[config.mk]
export PLATFORM = sky130hd
export DESIGN_NAME = disp_scan_ctrl_flat
export DESIGN_NICKNAME = d
export VERILOG_FILES = /design/src/rtl/disp_scan_ctrl_pkg.sv /design/src/rtl/disp_scan_ctrl_if.sv /design/src/rtl/disp_scan_ctrl_timer.sv /design/src/rtl/disp_scan_ctrl.sv /design/src/flat_wrapper.sv
export SDC_FILE = /design/constraint.sdc
export NUM_CORES = 1
export LEC_CHECK = 0
export ABC_AREA = 1
export BUFFER_PORTS_ARGS = -buffer_cell sky130_fd_sc_hd__buf_2
export CAP_MARGIN = 5
export CORE_ASPECT_RATIO = 2
export CORE_MARGIN = 2
export CORE_UTILIZATION = 50
export CTS_CLUSTER_DIAMETER = 150
export CTS_CLUSTER_SIZE = 20
export DETAILED_ROUTE_END_ITERATION = 8
export PLACE_DENSITY = 0.75
export SYNTH_ARGS = -nofsm -noshare
export SYNTH_HDL_FRONTEND = slang
export SYNTH_SLANG_ARGS = --single-unit
[constraint.sdc]
create_clock -name clk -period 3.65 [get_ports clk]
set_clock_uncertainty 0.15 [all_clocks]
set_input_delay 0 -clock clk [delete_from_list [all_inputs] [get_ports clk]]
set_output_delay 0 -clock clk [all_outputs]
set_load 0.01 [all_outputs]
[src/rtl/disp_scan_ctrl_pkg.sv]
// Shared definitions for the display scan controller.
// Holds the digit count, code width, FSM state encoding and a helper that
// builds the active-low one-hot digit enable.
package disp_pkg;

    localparam int NUM_DIGITS = 4;
    localparam int CODE_W     = 4;
    localparam int IDX_W      = 2;

    typedef enum logic {
        ST_SHOW  = 1'b0,
        ST_BLANK = 1'b1
    } scan_state_e;

    // Active-low one-hot enable for digit idx.
    function automatic logic [NUM_DIGITS-1:0] digit_onehot_n(input logic [IDX_W-1:0] idx);
        logic [NUM_DIGITS-1:0] oh;
        oh = '0;
        oh[idx] = 1'b1;
        return ~oh;
    endfunction

endpackage

[src/rtl/disp_scan_ctrl_if.sv]
// Load handshake between a display-contents source and the scan controller.
// Handshake: a transfer occurs on a rising clk edge where load_valid and
// load_ready are both 1. load_ready never depends on load_valid. While
// load_ready is 0 the source holds load_valid/load_data/blank_mask stable.
//   load_valid : source -> ctrl, new contents offered
//   load_ready : ctrl -> source, pending buffer empty
//   load_data  : source -> ctrl, four codes, digit0 in [3:0]
//   blank_mask : source -> ctrl, bit i = 1 keeps digit i dark
interface disp_scan_ctrl_if;
    import disp_pkg::*;

    logic                          load_valid;
    logic                          load_ready;
    logic [NUM_DIGITS*CODE_W-1:0]  load_data;
    logic [NUM_DIGITS-1:0]         blank_mask;

    modport master (
        output load_valid,
        output load_data,
        output blank_mask,
        input  load_ready
    );

    modport slave (
        input  load_valid,
        input  load_data,
        input  blank_mask,
        output load_ready
    );

endinterface

[src/rtl/disp_scan_ctrl_timer.sv]
// scan_timer: loadable down-counter with terminal-count output.
// The counter stops at zero; tc_o is high while the count is zero. A load
// takes priority over counting, so loading on tc gives an interval of
// load_val_i+1 clocks.
//   clk, rst_n  : clock, async active-low reset (count -> RST_VAL)
//   load_i      : load load_val_i on the next edge
//   load_val_i  : reload value
//   tc_o        : terminal count (count == 0)
module scan_timer #(
    parameter int              CNT_W   = 2,
    parameter logic [CNT_W-1:0] RST_VAL = '0
) (
    input  logic             clk,
    input  logic             rst_n,
    input  logic             load_i,
    input  logic [CNT_W-1:0] load_val_i,
    output logic             tc_o
);

    logic [CNT_W-1:0] cnt_q;
    logic [CNT_W-1:0] cnt_d;

    always_comb begin
        cnt_d = cnt_q;
        if (load_i) begin
            cnt_d = load_val_i;
        end else if (cnt_q != '0) begin
            cnt_d = cnt_q - 1'b1;
        end
    end

    always_ff @(posedge clk or negedge rst_n) begin
        if (!rst_n) begin
            cnt_q <= RST_VAL;
        end else begin
            cnt_q <= cnt_d;
        end
    end

    assign tc_o = (cnt_q == '0);

endmodule

[src/rtl/disp_scan_ctrl.sv]
// disp_scan_ctrl: multiplexed 4-digit display scanner.
// Cycles SHOW(digit i) -> BLANK -> SHOW(digit i+1) ... with a pending
// buffer that is copied into the active registers only at frame start,
// so a frame is never torn.
//   clk, rst_n    : clock, async active-low reset
//   load_if       : load handshake (slave side)
//   code          : registered code of the current digit
//   digit_en_n    : registered one-hot-low digit enable, 1111 = all off
//   frame_tick    : one-cycle pulse on the BLANK(3) -> SHOW(0) edge
//   dbg_state_o   : current FSM state
//   dbg_idx_o     : current digit index
module disp_scan_ctrl
    import disp_pkg::*;
#(
    parameter int SHOW_CYCLES  = 50000,
    parameter int BLANK_CYCLES = 500
) (
    input  logic                   clk,
    input  logic                   rst_n,
    disp_scan_ctrl_if.slave        load_if,
    output logic [CODE_W-1:0]      code,
    output logic [NUM_DIGITS-1:0]  digit_en_n,
    output logic                   frame_tick,
    output scan_state_e            dbg_state_o,
    output logic [IDX_W-1:0]       dbg_idx_o
);

    localparam int MAX_CYC = (SHOW_CYCLES > BLANK_CYCLES) ? SHOW_CYCLES : BLANK_CYCLES;
    localparam int CNT_W   = (MAX_CYC > 1) ? $clog2(MAX_CYC) : 1;
    localparam logic [CNT_W-1:0] SHOW_LD  = CNT_W'(SHOW_CYCLES - 1);
    localparam logic [CNT_W-1:0] BLANK_LD = CNT_W'(BLANK_CYCLES - 1);

    typedef logic [NUM_DIGITS-1:0][CODE_W-1:0] codes_t;

    scan_state_e           state_q,      state_d;
    logic [IDX_W-1:0]      idx_q,        idx_d;
    logic [CODE_W-1:0]     code_q,       code_d;
    logic [NUM_DIGITS-1:0] en_n_q,       en_n_d;
    logic                  tick_q,       tick_d;
    codes_t                act_code_q,   act_code_d;
    logic [NUM_DIGITS-1:0] act_mask_q,   act_mask_d;
    codes_t                pend_code_q,  pend_code_d;
    logic [NUM_DIGITS-1:0] pend_mask_q,  pend_mask_d;
    logic                  pend_full_q,  pend_full_d;

    logic                  tc;
    logic                  timer_load;
    logic [CNT_W-1:0]      timer_val;

    scan_timer #(
        .CNT_W   (CNT_W),
        .RST_VAL (BLANK_LD)
    ) u_timer (
        .clk        (clk),
        .rst_n      (rst_n),
        .load_i     (timer_load),
        .load_val_i (timer_val),
        .tc_o       (tc)
    );

    always_comb begin
        state_d     = state_q;
        idx_d       = idx_q;
        code_d      = code_q;
        en_n_d      = en_n_q;
        tick_d      = 1'b0;
        act_code_d  = act_code_q;
        act_mask_d  = act_mask_q;
        pend_code_d = pend_code_q;
        pend_mask_d = pend_mask_q;
        pend_full_d = pend_full_q;
        timer_load  = 1'b0;
        timer_val   = BLANK_LD;

        if (tc) begin
            timer_load = 1'b1;
            if (state_q == ST_SHOW) begin
                state_d   = ST_BLANK;
                en_n_d    = '1;
                timer_val = BLANK_LD;
            end else begin
                state_d   = ST_SHOW;
                idx_d     = idx_q + 1'b1;
                timer_val = SHOW_LD;
                // Frame start: the only point where active contents may change.
                if (idx_q == IDX_W'(NUM_DIGITS - 1)) begin
                    tick_d = 1'b1;
                    if (pend_full_q) begin
                        act_code_d  = pend_code_q;
                        act_mask_d  = pend_mask_q;
                        pend_full_d = 1'b0;
                    end
                end
                // Use the post-transfer contents so the new frame's first digit is right.
                code_d = act_code_d[idx_d];
                en_n_d = act_mask_d[idx_d] ? '1 : digit_onehot_n(idx_d);
            end
        end

        // Accept only into an empty buffer; a transfer needs a full one,
        // so the two never happen on the same edge.
        if (load_if.load_valid && !pend_full_q) begin
            pend_code_d = load_if.load_data;
            pend_mask_d = load_if.blank_mask;
            pend_full_d = 1'b1;
        end
    end

    always_ff @(posedge clk or negedge rst_n) begin
        if (!rst_n) begin
            state_q     <= ST_BLANK;
            idx_q       <= IDX_W'(NUM_DIGITS - 1);
            code_q      <= '0;
            en_n_q      <= '1;
            tick_q      <= 1'b0;
            act_code_q  <= '0;
            act_mask_q  <= '1;
            pend_code_q <= '0;
            pend_mask_q <= '0;
            pend_full_q <= 1'b0;
        end else begin
            state_q     <= state_d;
            idx_q       <= idx_d;
            code_q      <= code_d;
            en_n_q      <= en_n_d;
            tick_q      <= tick_d;
            act_code_q  <= act_code_d;
            act_mask_q  <= act_mask_d;
            pend_code_q <= pend_code_d;
            pend_mask_q <= pend_mask_d;
            pend_full_q <= pend_full_d;
        end
    end

    assign load_if.load_ready = ~pend_full_q;
    assign code               = code_q;
    assign digit_en_n         = en_n_q;
    assign frame_tick         = tick_q;
    assign dbg_state_o        = state_q;
    assign dbg_idx_o          = idx_q;

endmodule

[src/flat_wrapper.sv]
// flat-port wrapper written by rule: the top's interface ports become plain ports
module disp_scan_ctrl_flat import disp_pkg::*;
#(
    parameter int SHOW_CYCLES  = 50000,
    parameter int BLANK_CYCLES = 500
)
  (clk, rst_n, code, digit_en_n, frame_tick, dbg_state_o, dbg_idx_o, load_if_load_valid, load_if_load_data, load_if_blank_mask, load_if_load_ready);
  disp_scan_ctrl_if load_if_i ();
  input  logic clk;
  input  logic rst_n;
  output logic [CODE_W-1:0] code;
  output logic [NUM_DIGITS-1:0] digit_en_n;
  output logic frame_tick;
  output scan_state_e dbg_state_o;
  output logic [IDX_W-1:0] dbg_idx_o;
  input wire logic [$bits(load_if_i.load_valid)-1:0] load_if_load_valid;
  input wire logic [$bits(load_if_i.load_data)-1:0] load_if_load_data;
  input wire logic [$bits(load_if_i.blank_mask)-1:0] load_if_blank_mask;
  output wire logic [$bits(load_if_i.load_ready)-1:0] load_if_load_ready;
  assign load_if_i.load_valid = load_if_load_valid;
  assign load_if_i.load_data = load_if_load_data;
  assign load_if_i.blank_mask = load_if_blank_mask;
  assign load_if_load_ready = load_if_i.load_ready;
  disp_scan_ctrl #(.SHOW_CYCLES(SHOW_CYCLES), .BLANK_CYCLES(BLANK_CYCLES)) u_core (.clk(clk), .rst_n(rst_n), .load_if(load_if_i), .code(code), .digit_en_n(digit_en_n), .frame_tick(frame_tick), .dbg_state_o(dbg_state_o), .dbg_idx_o(dbg_idx_o));
endmodule
==> Word-level counts from Yosys, hierarchy flattened <==
Index checks and enable logic that the tools add are counted.
{ "classes": {"shifts": 0, "n_eq_ne": 1, "n_mux": 29, "n_mul": 0, "n_bitwise": 2, "n_addsub": 2, "n_div": 0, "order_cmp": 2, "reduce_logical": 11} }
{ "op_table": {"columns": ["cell", "count"], "rows": [
  ["$mux 16", 8],
  ["$mux 4", 7],
  ["$logic_not 16->1", 1],
  ["$reduce_bool 16->1", 1],
  ["$sub 16x1->16 const B", 1],
  ["$mux 1", 11],
  ["$bmux 4 s2", 1],
  ["$reduce_bool 2->1", 4],
  ["$not 4->4", 1],
  ["$lt 2x3->1 const B", 1],
  ["$reduce_and 3->1", 1],
  ["$add 2x1->2 const B", 1],
  ["$bmux 1 s2", 1],
  ["$demux 1 s2", 1],
  ["$eq 2x2->1 const B", 1],
  ["$ge 2x1->1 const B", 1],
  ["$logic_and 1x1->1", 2],
  ["$reduce_and 2->1", 1],
  ["$logic_not 1->1", 1],
  ["$not 1->1", 1]
]} }
{ "word_totals": {"latch_bits": 0, "memories": 0, "out_inout_bits": 13, "inputBits": 23, "mem_bits_ro": 0, "word_cells": 64, "register_bits": 69, "ramBits": 0} }

==> Logic depth before layout (Yosys ltp) <==
{ "logic_depth": {"depth_word": 8, "depth_mapped": 11, "depth_no_buf": 11} }

==> Modules after synthesis <==
From an unflattened synthesis, not the netlist that was laid out.
{ "unflattened": {"hier_cells": 434, "hier_area_um2": 3752.3} }
{ "by_module_without_submodules": {"columns": ["module", "seq_area_each_um2", "area_each_um2", "cells_each", "instances"], "rows": [
  ["disp_scan_ctrl", 1340.0, 2558.7, 267, 1],
  ["scan_timer", 409.1, 1193.6, 167, 1]
]} }

==> Worst setup path before layout <==
No wires, ideal clock.
{ "synth_path": {"kind": "reg2reg", "from": "reg u_core.idx_q[0], in the netlist u_core.dbg_idx_o[0]", "to": "reg u_core.en_n_q[0], in the netlist u_core.digit_en_n[0]", "setup_time_ns": 0.067, "synth_period_minus_slack_ns": 1.891, "required_ns": 3.433, "path_buffers": 1, "slack_ns": 1.759, "path_stages_with_launch": 9, "arrival_ns": 1.674, "path_cell_list": "dfstp_2 -> inv_1 -> clkbuf_1 -> ha_1 -> inv_1 -> nand3_1 -> nand2_1 -> nor2_1 -> nor2_1"} }
{ "synth_via": {"elab_chain_len": 8, "elab_cells_between_ends": 15, "classes_between": "add/sub: 1; order compare: 2; eq/ne: 1; mux: 9; bitwise: 1; reduce/logical: 1"} }
{ "synth_lines": {"columns": ["element", "line", "text"], "rows": [
  ["start: declaration", "disp_scan_ctrl.sv:36", "logic [IDX_W-1:0] idx_q, idx_d;"],
  ["start signal: assignment", "disp_scan_ctrl.sv:112", "idx_q <= IDX_W'(NUM_DIGITS - 1);"],
  ["start signal: assignment", "disp_scan_ctrl.sv:123", "idx_q <= idx_d;"],
  ["$add 2x1->2 or $eq 2x2->1 (tied branches)", "disp_scan_ctrl.sv:83, disp_scan_ctrl.sv:86", null],
  ["$lt 2x3->1 (implied by the code), or another cell as far along", "disp_scan_ctrl_pkg.sv:19", "oh[idx] = 1'b1;"],
  ["$logic_and 1x1->1 (implied by the code) or $mux 4 (tied branches)", "disp_scan_ctrl_pkg.sv:19, disp_scan_ctrl.sv:77", null],
  ["$mux 1 (implied by the code) or $mux 4 (tied branches)", "disp_scan_ctrl_pkg.sv:19, disp_scan_ctrl.sv:75", null],
  ["$demux 1 s2 or $bmux 1 s2 (tied branches)", null, null],
  ["$not 4->4 or $mux 1 (tied branches)", "disp_scan_ctrl_pkg.sv:20, disp_scan_ctrl.sv:96", null],
  ["$mux 4 (*)", "disp_scan_ctrl.sv:96", "en_n_d = act_mask_d[idx_d] ? '1 : digit_onehot_n(idx_d);"],
  ["$mux 4 (*)", "disp_scan_ctrl.sv:77", "if (state_q == ST_SHOW) begin"],
  ["end signal: assignment", "disp_scan_ctrl.sv:125", "en_n_q <= en_n_d;"],
  ["end: declaration", "disp_scan_ctrl.sv:38", "logic [NUM_DIGITS-1:0] en_n_q, en_n_d;"]
]} }
Every way passes the cells marked *; elsewhere a longest branch is shown, timed or not. The select of a mux whose other input is x is not followed.
A chain may end at the register's enable or synchronous reset.

==> Final worst setup path <==
{ "layout_path": {"from": "reg u_core.idx_q[0], in the netlist u_core.dbg_idx_o[0]", "to": "reg u_core.code_q[1], in the netlist u_core.code[1]"} }
{ "layout_via": {"elab_chain_len": 6, "elab_cells_between_ends": 7, "classes_between": "add/sub: 1; eq/ne: 1; mux: 5"} }
{ "layout_lines": {"columns": ["element", "line", "text"], "rows": [
  ["$eq 2x2->1", "disp_scan_ctrl.sv:86", "if (idx_q == IDX_W'(NUM_DIGITS - 1)) begin"],
  ["$mux 16", "disp_scan_ctrl.sv:86", null],
  ["$mux 16", "disp_scan_ctrl.sv:77", null],
  ["$mux 16", "disp_scan_ctrl.sv:75", "if (tc) begin"],
  ["$bmux 4 s2 (*)", "disp_scan_ctrl.sv:95", "code_d = act_code_d[idx_d];"],
  ["$mux 4 (implied by the code) (*)", "disp_scan_ctrl.sv:95", null],
  ["end signal: assignment", "disp_scan_ctrl.sv:124", "code_q <= code_d;"],
  ["end: declaration", "disp_scan_ctrl.sv:37", "logic [CODE_W-1:0] code_q, code_d;"]
]} }
Marks and branches as above.

==> results by group <==
Run status
  – Status: complete, no violations

Clock network
  – Clk_lat worst skew: 0.33 ns
  – H-tree levels: 3
  – CTS tree: yes
  – Post-CTS Setup Inserts: 0
  – Max clock buf depth: 2
  – CTS buffer count: 9
  – TritonCTS Sinks: 69
  – Root Driver: clkbuf_16
  – CTS clk-pin slew, worst paths: 0.05 ns

Logic synthesis
  – EDFF count, synth: 0
  – Syn nets: 452
  – Post-synth ARST share: 100.0%
  – Top_reg_cell synth: dfrtp_1
  – Mapped Avg Cell Area: 8.152 um^2
  – Sequential fraction of the synthesis area: 50.73%
  – Seq cells post-synth: 69
  – Synth warn: 0
  – Synth top area share: 37.01%
  – Syn Std Cell Area: 3448 um^2
  – Count of cell types in the netlist: 28
  – Syn Inst Count: 423
  – Synth top area cells: dfrtp_1 37%, nand2_1 18%, dfstp_2 14%
  – Top-count cell post-synth: nand2_1
  – Cell taking the most area after synthesis: dfrtp_1
  – Post-synth top cells: 161 x nand2_1, 51 x dfrtp_1, 39 x nor2_1, 32 x nand3_1, 27 x inv_1

Detailed routing
  – Residual DRC: 0
  – Drt initial violations: 107
  – Drt via density: 5.030
  – Antenna-violating nets left: 0
  – Wire length per cell: 12.52 um
  – Detailed Routing Iterations Pass 1: 5
  – Vias: 2867
  – Final WL: 7136 um

STA
  – Setup violations, final: 0
  – RSZ-0062 raised after global routing: no
  – Final Hold Vio Count: 0
  – Peak Freq: 415.6 MHz
  – Period utilization: 65.92%
  – Worst Tran Pin Value: 1.037 ns
  – Max_slew headroom: 30.85%
  – Max Slew Vio Count: 0
  – Fin Setup TNS: 0 ns
  – Min Clock Period, post-route: 2.406 ns
  – Minimum hold slack: 0.2306 ns

Global routing
  – Initial antenna violation count: 0
  – Vias in the first global route: 2856
  – Total GRT Usage: 21.49%
  – Remaining Overflow, GRT: 0
  – Largest net degree at the start of global routing: 50
  – First-pass GRT wire length: 12580 um

Floorplan
  – I/O pins: 36
  – Die Y: 121.4 um
  – Core ar.: 6674 um^2
  – Die Span X: 62.72 um
  – Die area: 7617 um^2
  – Row cnt: 42
  – Initial cell density of the core: 51.67%

Worst setup path
  – Reg2reg path depth: 11
  – Worst R2R Setup Slack: 1.24 ns
  – Crit path kind: reg -> reg
  – Critical Path AT: 2.53 ns
  – RR Startpoint: u_core.dbg_idx_o[0]$_DFFE_PN1P_
  – CP endpoint kind: flip-flop
  – R2r endpoint: u_core.code[1]$_DFFE_PN0P_
  – Req. time, crit path: 3.77 ns
  – Max FO, Critical Path: 34
  – Setup crit start kind: flip-flop

Flow run
  – Max-cap viol count: 0

Place
  – GP Congestion: 0.8666
  – HPWL after detailed placement: 5134 um
  – Port Buffer Count: 35

Final layout
  – N_diodes: 0
  – # nets final: 506
  – Synthesis-to-layout area growth: 20.57%
  – Layout cell share with drive strength beyond 1: 18.88%
  – Post-layout util: 62.30%

Power and ir drop
  – Pwr Total: 1.611 mW
  – Pwr dens: 387.5 nW/um^2
  – Leakage power: 2.277 nW
  – Worst vdd ir: 0.3381 mV

Hold path
  – HP Class: in -> async
-- area by class of cell --
class                      count  area (um^2)
clock buffer                  15        277.8
clock inverter                 1        5.005
fill                         599         2516
inverter                      28        105.1
multi-input combinational    311         1510
sequential                    69         1749
tap                           88        110.1
timing repair buffer          58        400.4
-- state kept, by name, summed over array words and instances, names as in the netlist --
signal,count
u_core.frame_tick,1
u_core.pend_full_q,1
u_core.digit_en_n,4
u_core.code,4
u_core.u_timer.cnt_q,16
u_core.dbg_idx_o,2
u_core.pend_code_q,16
u_core.act_code_q,16
u_core.pend_mask_q,4
u_core.act_mask_q,4
u_core.dbg_state_o,1
-- worst max-delay path: stages (launching register included) --
cell	delay [ns]
dfstp_2	0.67
ha_1	0.31
nand2_2	0.36
inv_1	0.34
nand2_1	0.10
nand2_1	0.09
nand2_1	0.05
nand2_1	0.06
nand2_1	0.05
nand2_1	0.06
nand2_1	0.05
nand2_1	0.06
-- routing by layer --
metal / vias to the layer above / GRT usage, % / share of wire [%]
li1: 1457 / - / -
met1: 1320 / 22.32 / 39
met2: 65 / 38.10 / 53
met3: 25 / 5.659 / 3.6
met4: 0 / 13.06 / 3.7
met5: - / 0 / 0
-- power by group --
part,internal [mW],total [mW],switching [mW]
Clock,0.514,0.801,0.288
Sequential,0.767,0.767,0
Combinational,0.0235,0.0425,0.0191
Total,1.30,1.61,0.307
-- worst max-delay path by stage --
stage                                        to  cells past startpoint                            start  slack [ns]
2_1_floorplan  u_core.digit_en_n[0]$_DFFE_PN1P_                      8  u_core.dbg_idx_o[0]$_DFFE_PN1P_        1.76
3_5_place_dp         u_core.code[1]$_DFFE_PN0P_                     11  u_core.dbg_idx_o[0]$_DFFE_PN1P_        1.25
3_3_place_gp         u_core.code[2]$_DFFE_PN0P_                     11  u_core.dbg_idx_o[0]$_DFFE_PN1P_        1.36
6_report             u_core.code[1]$_DFFE_PN0P_                     11  u_core.dbg_idx_o[0]$_DFFE_PN1P_        1.24
4_1_cts              u_core.code[1]$_DFFE_PN0P_                     11  u_core.dbg_idx_o[0]$_DFFE_PN1P_        1.23
5_1_grt              u_core.code[2]$_DFFE_PN0P_                     11  u_core.dbg_idx_o[0]$_DFFE_PN1P_        0.91
-- cell usage in the layout (no fill, tap or decap), types with 9 or more instances in the layout --
| cell | n |
|---|---|
| clkbuf_16 | 9 |
| dlygate4sd3_1 | 21 |
| nand3_1 | 32 |
| nor2_1 | 39 |
| dfstp_2 | 18 |
| buf_2 | 35 |
| nand2_1 | 161 |
| a21oi_1 | 12 |
| mux2_2 | 12 |
| dfrtp_1 | 51 |
| inv_1 | 27 |
-- repair_timing --
item / in CTS / in global routing
hold buffers: 21 / 0
setup endpoints to repair: 0 / 0
resized for setup: 0 / 0
endpoints found under the hold margin: 54 / 0
-- metrics by stage --
| step | cells | worst slack (ns) | instance area, um^2 |
|---|---|---|---|
| 5_1_grt | 570 | 0.9097 | 4158 |
| 4_1_cts | 570 | 1.228 | 4158 |
| 3_5_place_dp | 533 | 1.247 | 3665 |
| 3_3_place_gp | 533 | 1.357 | 3665 |
| 6_report | 570 | 1.244 | 4158 |
| 2_1_floorplan | 423 | 1.759 | 3448 |
-- logic make-up after synthesis --
| logic type | count (synthesis) | share of synthesized area, % |
|---|---|---|
| compound gates | 30 | 4.826 |
| mux | 12 | 3.919 |
| simple gates | 255 | 30.84 |
| buf+inv | 43 | 5.479 |
| fa+ha+maj | 6 | 2.177 |
| xor+xnor | 8 | 2.032 |
| flops | 69 | 50.73 |
(Power assumes the default switching activity.)
